[src/rtl/mips_mem_pkg.sv]
// Shared definitions for the MIPS memory access path.
//   MODE_*   : MemMode encodings driven by the controller.
//   state_t  : mem_access_unit state encoding.
//   mem_req_t: fields latched from an accepted request.
package mips_mem_pkg;

  localparam logic [1:0] MODE_WORD  = 2'b00;
  localparam logic [1:0] MODE_SBYTE = 2'b01;
  localparam logic [1:0] MODE_UBYTE = 2'b10;
  localparam logic [1:0] MODE_RSVD  = 2'b11;

  typedef enum logic [2:0] {
    ST_IDLE,
    ST_RD,
    ST_RD_WAIT,
    ST_WR,
    ST_DONE,
    ST_ERR
  } state_t;

  // Only what is needed after IDLE: the word address goes straight to
  // ram_addr, and word-store data straight to ram_wdata.
  typedef struct packed {
    logic       we;
    logic [1:0] mode;
    logic [1:0] lane;
    logic [7:0] wbyte;
  } mem_req_t;

endpackage

[src/rtl/byte_lane_unit.sv]
// Combinational byte-lane logic for sub-word accesses (little-endian lanes).
//   word      : word read from RAM
//   sel       : byte lane (addr[1:0])
//   mode      : MemMode; selects word / sign-extend / zero-extend result
//   wbyte     : store byte for read-modify-write
//   load_data : extended load result
//   merged    : word with lane 'sel' replaced by wbyte
module byte_lane_unit
  import mips_mem_pkg::*;
#(
  parameter int NUM_LANES = 4
) (
  input  logic [NUM_LANES-1:0][7:0]       word,
  input  logic [$clog2(NUM_LANES)-1:0]    sel,
  input  logic [1:0]                      mode,
  input  logic [7:0]                      wbyte,
  output logic [NUM_LANES*8-1:0]          load_data,
  output logic [NUM_LANES-1:0][7:0]       merged
);

  localparam int W = NUM_LANES * 8;

  logic [7:0] lane_b;
  assign lane_b = word[sel];

  always_comb begin
    load_data = W'(lane_b);
    case (mode)
      MODE_WORD:  load_data = word;
      MODE_SBYTE: load_data = {{(W-8){lane_b[7]}}, lane_b};
      default:    load_data = W'(lane_b);
    endcase
  end

  for (genvar i = 0; i < NUM_LANES; i++) begin : g_lane
    assign merged[i] = (int'(sel) == i) ? wbyte : word[i];
  end

endmodule

[src/rtl/mem_access_unit.sv]
// Multicycle load/store unit between the MIPS core and a word-wide
// synchronous RAM without byte enables. Byte stores are done as
// read-modify-write.
//   clk, reset        : clock, synchronous active-low reset
//   req, we, mode     : request strobe, store flag, MemMode (sampled in IDLE)
//   addr, wdata       : byte address, store data
//   rdata             : last load result (held between loads)
//   busy, done, err   : in progress, completion pulse, error flag (with done)
//   ram_en/we/addr/wdata, ram_rdata : RAM port; rdata valid WAIT_CYCLES
//                       cycles after the read-enable cycle
module mem_access_unit
  import mips_mem_pkg::*;
#(
  parameter int ADDR_W      = 30,
  parameter int WAIT_CYCLES = 1
) (
  input  logic              clk,
  input  logic              reset,
  input  logic              req,
  input  logic              we,
  input  logic [1:0]        mode,
  input  logic [31:0]       addr,
  input  logic [31:0]       wdata,
  output logic [31:0]       rdata,
  output logic              busy,
  output logic              done,
  output logic              err,
  output logic              ram_en,
  output logic              ram_we,
  output logic [ADDR_W-1:0] ram_addr,
  output logic [31:0]       ram_wdata,
  input  logic [31:0]       ram_rdata
);

  localparam int CNT_W = $clog2(WAIT_CYCLES + 1);

  state_t     state;
  mem_req_t   r;
  logic [CNT_W-1:0] cnt;
  logic [31:0] ld_data;
  logic [31:0] mg_data;

  // Operates directly on ram_rdata; results are registered on the capture
  // cycle, so nothing here reaches an output combinationally.
  byte_lane_unit #(.NUM_LANES(4)) u_lane (
    .word      (ram_rdata),
    .sel       (r.lane),
    .mode      (r.mode),
    .wbyte     (r.wbyte),
    .load_data (ld_data),
    .merged    (mg_data)
  );

  assign busy = (state != ST_IDLE);

  // RAM strobes and done/err are registered for the state being entered,
  // so each is high exactly during the matching state.
  always_ff @(posedge clk) begin
    if (!reset) begin
      state     <= ST_IDLE;
      r         <= '0;
      cnt       <= '0;
      rdata     <= '0;
      done      <= 1'b0;
      err       <= 1'b0;
      ram_en    <= 1'b0;
      ram_we    <= 1'b0;
      ram_addr  <= '0;
      ram_wdata <= '0;
    end else begin
      done <= 1'b0;
      err  <= 1'b0;
      case (state)
        ST_IDLE: begin
          if (req) begin
            r.we     <= we;
            r.mode   <= mode;
            r.lane   <= addr[1:0];
            r.wbyte  <= wdata[7:0];
            ram_addr <= addr[ADDR_W+1:2];
            if (mode == MODE_RSVD || (mode == MODE_WORD && addr[1:0] != 2'b00)) begin
              state <= ST_ERR;
              done  <= 1'b1;
              err   <= 1'b1;
            end else if (we && mode == MODE_WORD) begin
              state     <= ST_WR;
              ram_en    <= 1'b1;
              ram_we    <= 1'b1;
              ram_wdata <= wdata;
            end else begin
              // loads and byte-store read phase
              state  <= ST_RD;
              ram_en <= 1'b1;
              ram_we <= 1'b0;
            end
          end
        end
        ST_RD: begin
          ram_en <= 1'b0;
          cnt    <= CNT_W'(WAIT_CYCLES);
          state  <= ST_RD_WAIT;
        end
        ST_RD_WAIT: begin
          cnt <= cnt - 1'b1;
          // cnt==1 marks the cycle ram_rdata is valid
          if (cnt == CNT_W'(1)) begin
            if (r.we) begin
              ram_wdata <= mg_data;
              ram_en    <= 1'b1;
              ram_we    <= 1'b1;
              state     <= ST_WR;
            end else begin
              rdata <= ld_data;
              done  <= 1'b1;
              state <= ST_DONE;
            end
          end
        end
        ST_WR: begin
          ram_en <= 1'b0;
          ram_we <= 1'b0;
          done   <= 1'b1;
          state  <= ST_DONE;
        end
        ST_DONE, ST_ERR: state <= ST_IDLE;
        default:         state <= ST_IDLE;
      endcase
    end
  end

endmodule

[config.mk]
export PLATFORM = sky130hd
export DESIGN_NAME = mem_access_unit
export DESIGN_NICKNAME = d
export VERILOG_FILES = /design/src/rtl/mips_mem_pkg.sv /design/src/rtl/byte_lane_unit.sv /design/src/rtl/mem_access_unit.sv
export SDC_FILE = /design/constraint.sdc
export NUM_CORES = 1
export LEC_CHECK = 0
export CORE_MARGIN = 2
export CORE_UTILIZATION = 40
export DETAILED_ROUTE_END_ITERATION = 8
export GPL_ROUTABILITY_DRIVEN = 0
export GPL_TIMING_DRIVEN = 0
export PLACE_DENSITY = 0.85
export SLEW_MARGIN = 20
export SYNTH_ARGS = -nofsm -noshare
export SYNTH_HDL_FRONTEND = slang
export SYNTH_SLANG_ARGS = --single-unit
export TNS_END_PERCENT = 10
[constraint.sdc]
create_clock -name clk -period 1.5 [get_ports clk]
set_input_delay 0.45 -clock clk [delete_from_list [all_inputs] [get_ports clk]]
set_output_delay 0.45 -clock clk [all_outputs]
set_load 0.01 [all_outputs]
* Word-level counts from Yosys, hierarchy flattened
Cells that the tools add are included.
** Operators by class
- Equal/unequal tests :: 13
- Mux-type cells :: 34
- Order comparisons :: 1
- Bitwise logic cells :: 1
- Reduce and logical (&&, ||, !) cells :: 21
- Add/sub/neg operators :: 1
** Operator list (count)
- 32-bit 2-to-1 mux :: 5
- 32-bit case mux with 2 select lines :: 2
- 8-bit 2-to-1 mux :: 5
- 8-bit binary-select mux with 2-bit select :: 1
- 3-bit 2-to-1 mux :: 4
- 3-bit case mux with 4 select lines :: 1
- 1-bit 2-to-1 mux :: 11
- 2-bit inequality test (second input constant) :: 5
- 5-bit AND reduction :: 2
- 1-bit case mux with 3 select lines :: 3
- 3-bit nonzero test :: 3
- 2-bit == test (second input constant) :: 3
- 3-bit by 2-bit == test with 1-bit output (second input constant) :: 2
- 2-bit zero test :: 3
- 2-bit AND reduction :: 3
- 6-bit AND reduction :: 1
- 2-bit nonzero test :: 3
- 2-bit by 1-bit == test with 1-bit output (second input constant) :: 2
- 3-bit by 1-bit == test with 1-bit output (second input constant) :: 1
- 3-bit zero test :: 1
- 2-bit by 3-bit < comparator with 1-bit output (second input constant) :: 1
- 3-bit AND reduction :: 1
- 1-bit logical AND :: 2
- 2-bit 2-to-1 mux :: 1
- 5 further kinds :: 5
** Storage, ports and cells
- Word-level logic and storage cells :: 84
- Output and inout port bits :: 99
- Register bits :: 115

* Depth between registers and ports, before layout
- Word-level depth :: 6
- Mapped depth :: 8

* By module
Synthesis repeated with hierarchy kept, for this count alone.
** Unflattened totals
- Cell total of the unflattened synthesis :: 646
- Area, all modules :: 5494.0 um^2
** By module, submodules not included
- mem_access_unit :: cells an instance 527, area each 4499.3 um^2, times used 1
- byte_lane_unit :: cells an instance 119, area each 994.7 um^2, times used 1

* Least setup slack after synthesis
Ideal clock, no wire load.
- Path type :: input -> register
- Start :: in mode[1]
- End :: reg ram_wdata[18]
- Path buffers :: 1
- Stages :: 5
- Data arrival time :: 1.450 ns
- Setup time :: 0.116 ns
- Path slack :: -0.067 ns
- Data required time :: 1.384 ns
- Path through :: nor3b_2 -> a31oi_1 -> nand2b_1 -> buf_2 -> a31o_2
** Between the ends
- Longest elaborated chain between the ends :: 5
- Elaborated cells on any way between the ends :: 8
** Ends and longest elaborated chain
- from (decl) :: RTL line mem_access_unit.sv:21 : input logic [1:0] mode,
- 2-bit zero test :: RTL line mem_access_unit.sv:81, mem_access_unit.sv:85
- 1-bit logical AND :: RTL line mem_access_unit.sv:81 : if (mode == MODE_RSVD || (mode == MODE_WORD && addr[1:0] != 2'b00)) begin
- 1-bit logical OR :: RTL line mem_access_unit.sv:81
- 2-bit inequality test (no line)
- 6-bit AND reduction (no line) *
- to (signal assigned) :: RTL line mem_access_unit.sv:89 : ram_wdata <= wdata;
- to (signal assigned) :: RTL line mem_access_unit.sv:108 : ram_wdata <= mg_data;
- to (decl) :: RTL line mem_access_unit.sv:31 : output logic [31:0] ram_wdata,
Every way passes the cells marked *; elsewhere a longest branch is shown, timed or not.
A chain may end at the register's enable or synchronous reset.

* Worst setup path in the final report
- Start :: reg state[1]
- End :: reg ram_wdata[25]
** Between the ends
- Longest elaborated chain between the ends :: 3
- Elaborated cells on any way between the ends :: 10
** Ends and longest elaborated chain
- from (decl) :: RTL line mem_access_unit.sv:37 : state_t state;
- from (signal assigned) :: RTL line mem_access_unit.sv:60 : state <= ST_IDLE;
- from (signal assigned) :: RTL line mem_access_unit.sv:82 : state <= ST_ERR;
- from (signal assigned) :: RTL line mem_access_unit.sv:86 : state <= ST_WR;
- 3-bit by 2-bit == test with 1-bit output / 3-bit zero test (equally long branches) :: RTL line mem_access_unit.sv:73 : case (state)
- 2-bit inequality test (no line) / 2-bit nonzero test (equally long branches)
- 6-bit AND reduction (no line)
Several ways; a longest one is shown, not always the timed one.

==> summary.txt <==
Die ar. = 14220 µm²
Highest Clock Rate = 0.5514 GHz
first-pass iteration count of the detailed router = 6
top cells by area, synth = dfxtp_1 43%, nand2_1 8.8%, o21ai_0 7.1%
Worst-Skew Late Latency = 0.43 ns
worst slack at placement = -1.034 ns
WL/cell = 20.63 µm
Initial Utilization = 0.4059
highest net fanout along the worst path = 10
Layout Cells excl Fill = 1033
CP required = 1.86 ns
GRT Total Usage = 0.2846
Post-synth EDFFs = 0
Tot Pwr = 9.562 mW
Comb pwr share = 0.197
setup_tns = -15.84 ns
Post-CTS Hold Buffers = 0
worst hold start = we
WP data arrival = 2.17 ns
final wirelength = 21310 µm
# setup viols final = 90
PwrDens = 1060 nW/µm²
Critical Setup Path Class = register to register
failing checks = setup timing
RSZ-0062 raised after global routing = yes
# port buffers = 199
WHS Endpoint = r[12]$_SDFFE_PN0P_
R2R cell count = 9
Clock Power Share = 0.455
vias in the first global route = 5894
share of layout cells above drive strength 1 = 0.2234
MaxCap Viol Count = 0
syn avg cell area = 8.736 µm²
Tightest Pin Transition = 0.5729 ns
switching part of the total = 0.2799
top post-synthesis cells by count = 124 x nand2_1, 115 x dfxtp_1, 75 x o21ai_0
first-pass GRT wire length = 31430 µm
worst reg2reg startpoint = state[1]$_SDFFE_PN0P_
clk sinks = 115
Ys Warns = 0
share of Yosys cell area claimed by the top area cell type = 0.4335
placed cells = 983
CTS tree = done
largest net degree at the start of global routing = 17
Max Buffers Root-to-Sink = 2
Finished Core Util = 0.6892
H-tree level count = 4
Vias per Instance = 5.856
hold depth = 3
Remaining Overflow, GRT = 0
post-DP HPWL = 14020 µm
setup slack after layout = -0.3134 ns
Critical Path Sink Type = register
Synth async-reset ratio = 0
die height = 119.2 µm
status = complete, but fails checks
Reg power frac = 0.348
FP Rows = 42
initial antenna violation count = 2
Final Skew = 0.01648 ns
CTS clk-pin slew, worst paths = 0.06 ns
Synth Instances = 608
number of synthesized register bits = 115
post-synth cell types = 43
final slew viol count = 0
Antenna Nets Post-Route = 0
Area growth syn-to-layout = 69.80%
Slew Limit Headroom = 0.6181
IO Pins = 201
min Tclk post-route = 1.813 ns
Residual DRC = 0
r2r setup slk = -0.31 ns
most frequent cell after synthesis = nand2_1
Max rail drop VDD = 0.7784 mV
CP Launch Type = register
clock tree root buffer cell = clkbuf_16
Starting DRT DRC Count = 696
fin nets = 944
post-synthesis sequential area ratio = 0.4335
Synth Net Count = 710
post-synthesis cell area = 5311 µm²
worst min path class = input port to register
Die Width = 119.2 µm
CTS buffer count = 17
P_sw = 2.677 mW
DR vias = 6049
period utilization = 1.209
Most used DFF post-synth = dfxtp_1
Leakage Power = 3.645 nW
P_int = 6.885 mW
core region area = 13090 µm²
Synth area leader = dfxtp_1
FF-to-FF End = ram_wdata[25]$_SDFFE_PN0P_
Fin. Hold Viols = 0
metrics by stage:
step	area, µm²	hold slack [ns]
after floorplan	5334	0.4800
after global placement	7546	0.4503
after detailed placement	7546	0.4561
after CTS	8820	0.4453
after global routing	9019	0.4436
final	9019	0.4469
final cells by class:
| cell class | instances | area, µm² |
|---|---|---|
| multi-input combinational | 430 | 3323 |
| timing repair buffer | 217 | 2048 |
| clock inverter | 13 | 182.7 |
| clock buffer | 19 | 452.9 |
| fill | 946 | 4066 |
| inverter | 3 | 11.26 |
| antenna | 2 | 5.005 |
| sequential | 115 | 2316 |
| tap | 176 | 220.2 |
| buffer | 58 | 459.2 |
layout by cell type, fill, tap and decap left out, types with 3 or more instances in the layout:
master / n
a2111oi_2: 7
a2111oi_4: 22
a21boi_0: 23
a21boi_1: 20
a21oi_1: 32
a22o_1: 7
a31o_1: 19
a31o_2: 5
a31o_4: 8
a31oi_1: 9
buf_12: 3
buf_2: 10
buf_4: 14
buf_6: 19
bufinv_16: 4
clkbuf_1: 16
clkbuf_16: 21
clkbuf_2: 22
clkbuf_8: 3
clkdlybuf4s15_1: 35
clkdlybuf4s50_1: 90
clkinvlp_4: 7
dfxtp_1: 108
dfxtp_2: 5
dlygate4sd2_1: 56
inv_1: 3
mux2_2: 7
mux2i_1: 32
nand2_1: 123
nor2_4: 3
o21ai_0: 64
o21ai_1: 9
or2_2: 3
flip-flops by register name (all words and copies together) (netlist names):
| signal | cells |
|---|---|
| ram_wdata | 32 |
| rdata | 32 |
| ram_addr | 30 |
| r | 13 |
| state | 3 |
| cnt | 1 |
| done | 1 |
| err | 1 |
| ram_en | 1 |
| ram_we | 1 |
power by group through the flow:
stage	Clock, mW	Combinational (mW)	Sequential [mW]
global route	4.50	1.98	3.34
CTS	4.34	1.71	3.31
detailed placement	0	1.51	3.37
global placement	0	1.49	3.36
floorplan	0	0.721	3.40
finish	4.35	1.88	3.33
how the worst max path moves through the flow:
| stage | slack (ns) | start | cells after the start | to |
|---|---|---|---|---|
| floorplan | -0.02 | ram_rdata[31] | 6 | rdata[10]$_SDFFE_PN0P_ |
| finish | -0.31 | state[1]$_SDFFE_PN0P_ | 9 | ram_wdata[25]$_SDFFE_PN0P_ |
| global route | -0.37 | state[1]$_SDFFE_PN0P_ | 8 | ram_wdata[0]$_SDFFE_PN0P_ |
| global placement | -1.01 | req | 6 | ram_wdata[5]$_SDFFE_PN0P_ |
| detailed placement | -1.03 | req | 6 | ram_wdata[5]$_SDFFE_PN0P_ |
| CTS | -0.32 | state[1]$_SDFFE_PN0P_ | 3 | busy |
routing by layer:
metal	up-vias	GRT usage	share of wire	wire, µm
met5	-	0	0	0
met4	0	0.1451	0.047	1003
met3	95	0.06657	0.083	1759
met2	410	0.4698	0.48	10240
met1	2853	0.3456	0.39	8310
li1	2691	-	-	-
worst max-delay path, stage by stage, from the launching register on:
cell       delay [ns]
dfxtp_2          0.33
buf_6            0.11
buf_12           0.10
buf_6            0.09
and3_4           0.19
a31oi_4          0.04
buf_12           0.17
clkbuf_16        0.19
a2111oi_2        0.38
a31o_1           0.14
cell families after synthesis:
| family | share of synthesized area |
|---|---|
| buf+inv | 0.05795 |
| simple gates | 0.1232 |
| compound gates | 0.3034 |
| mux | 0.08198 |
| flops | 0.4335 |
repair_timing:
action                                  CTS  global route
buffers inserted                         12             0
gates cloned                              6             0
pin swaps                                41            17
endpoints found under the setup margin  208           157
resized for setup                       279           114
Note: power is estimated with default switching activity, not from simulation.
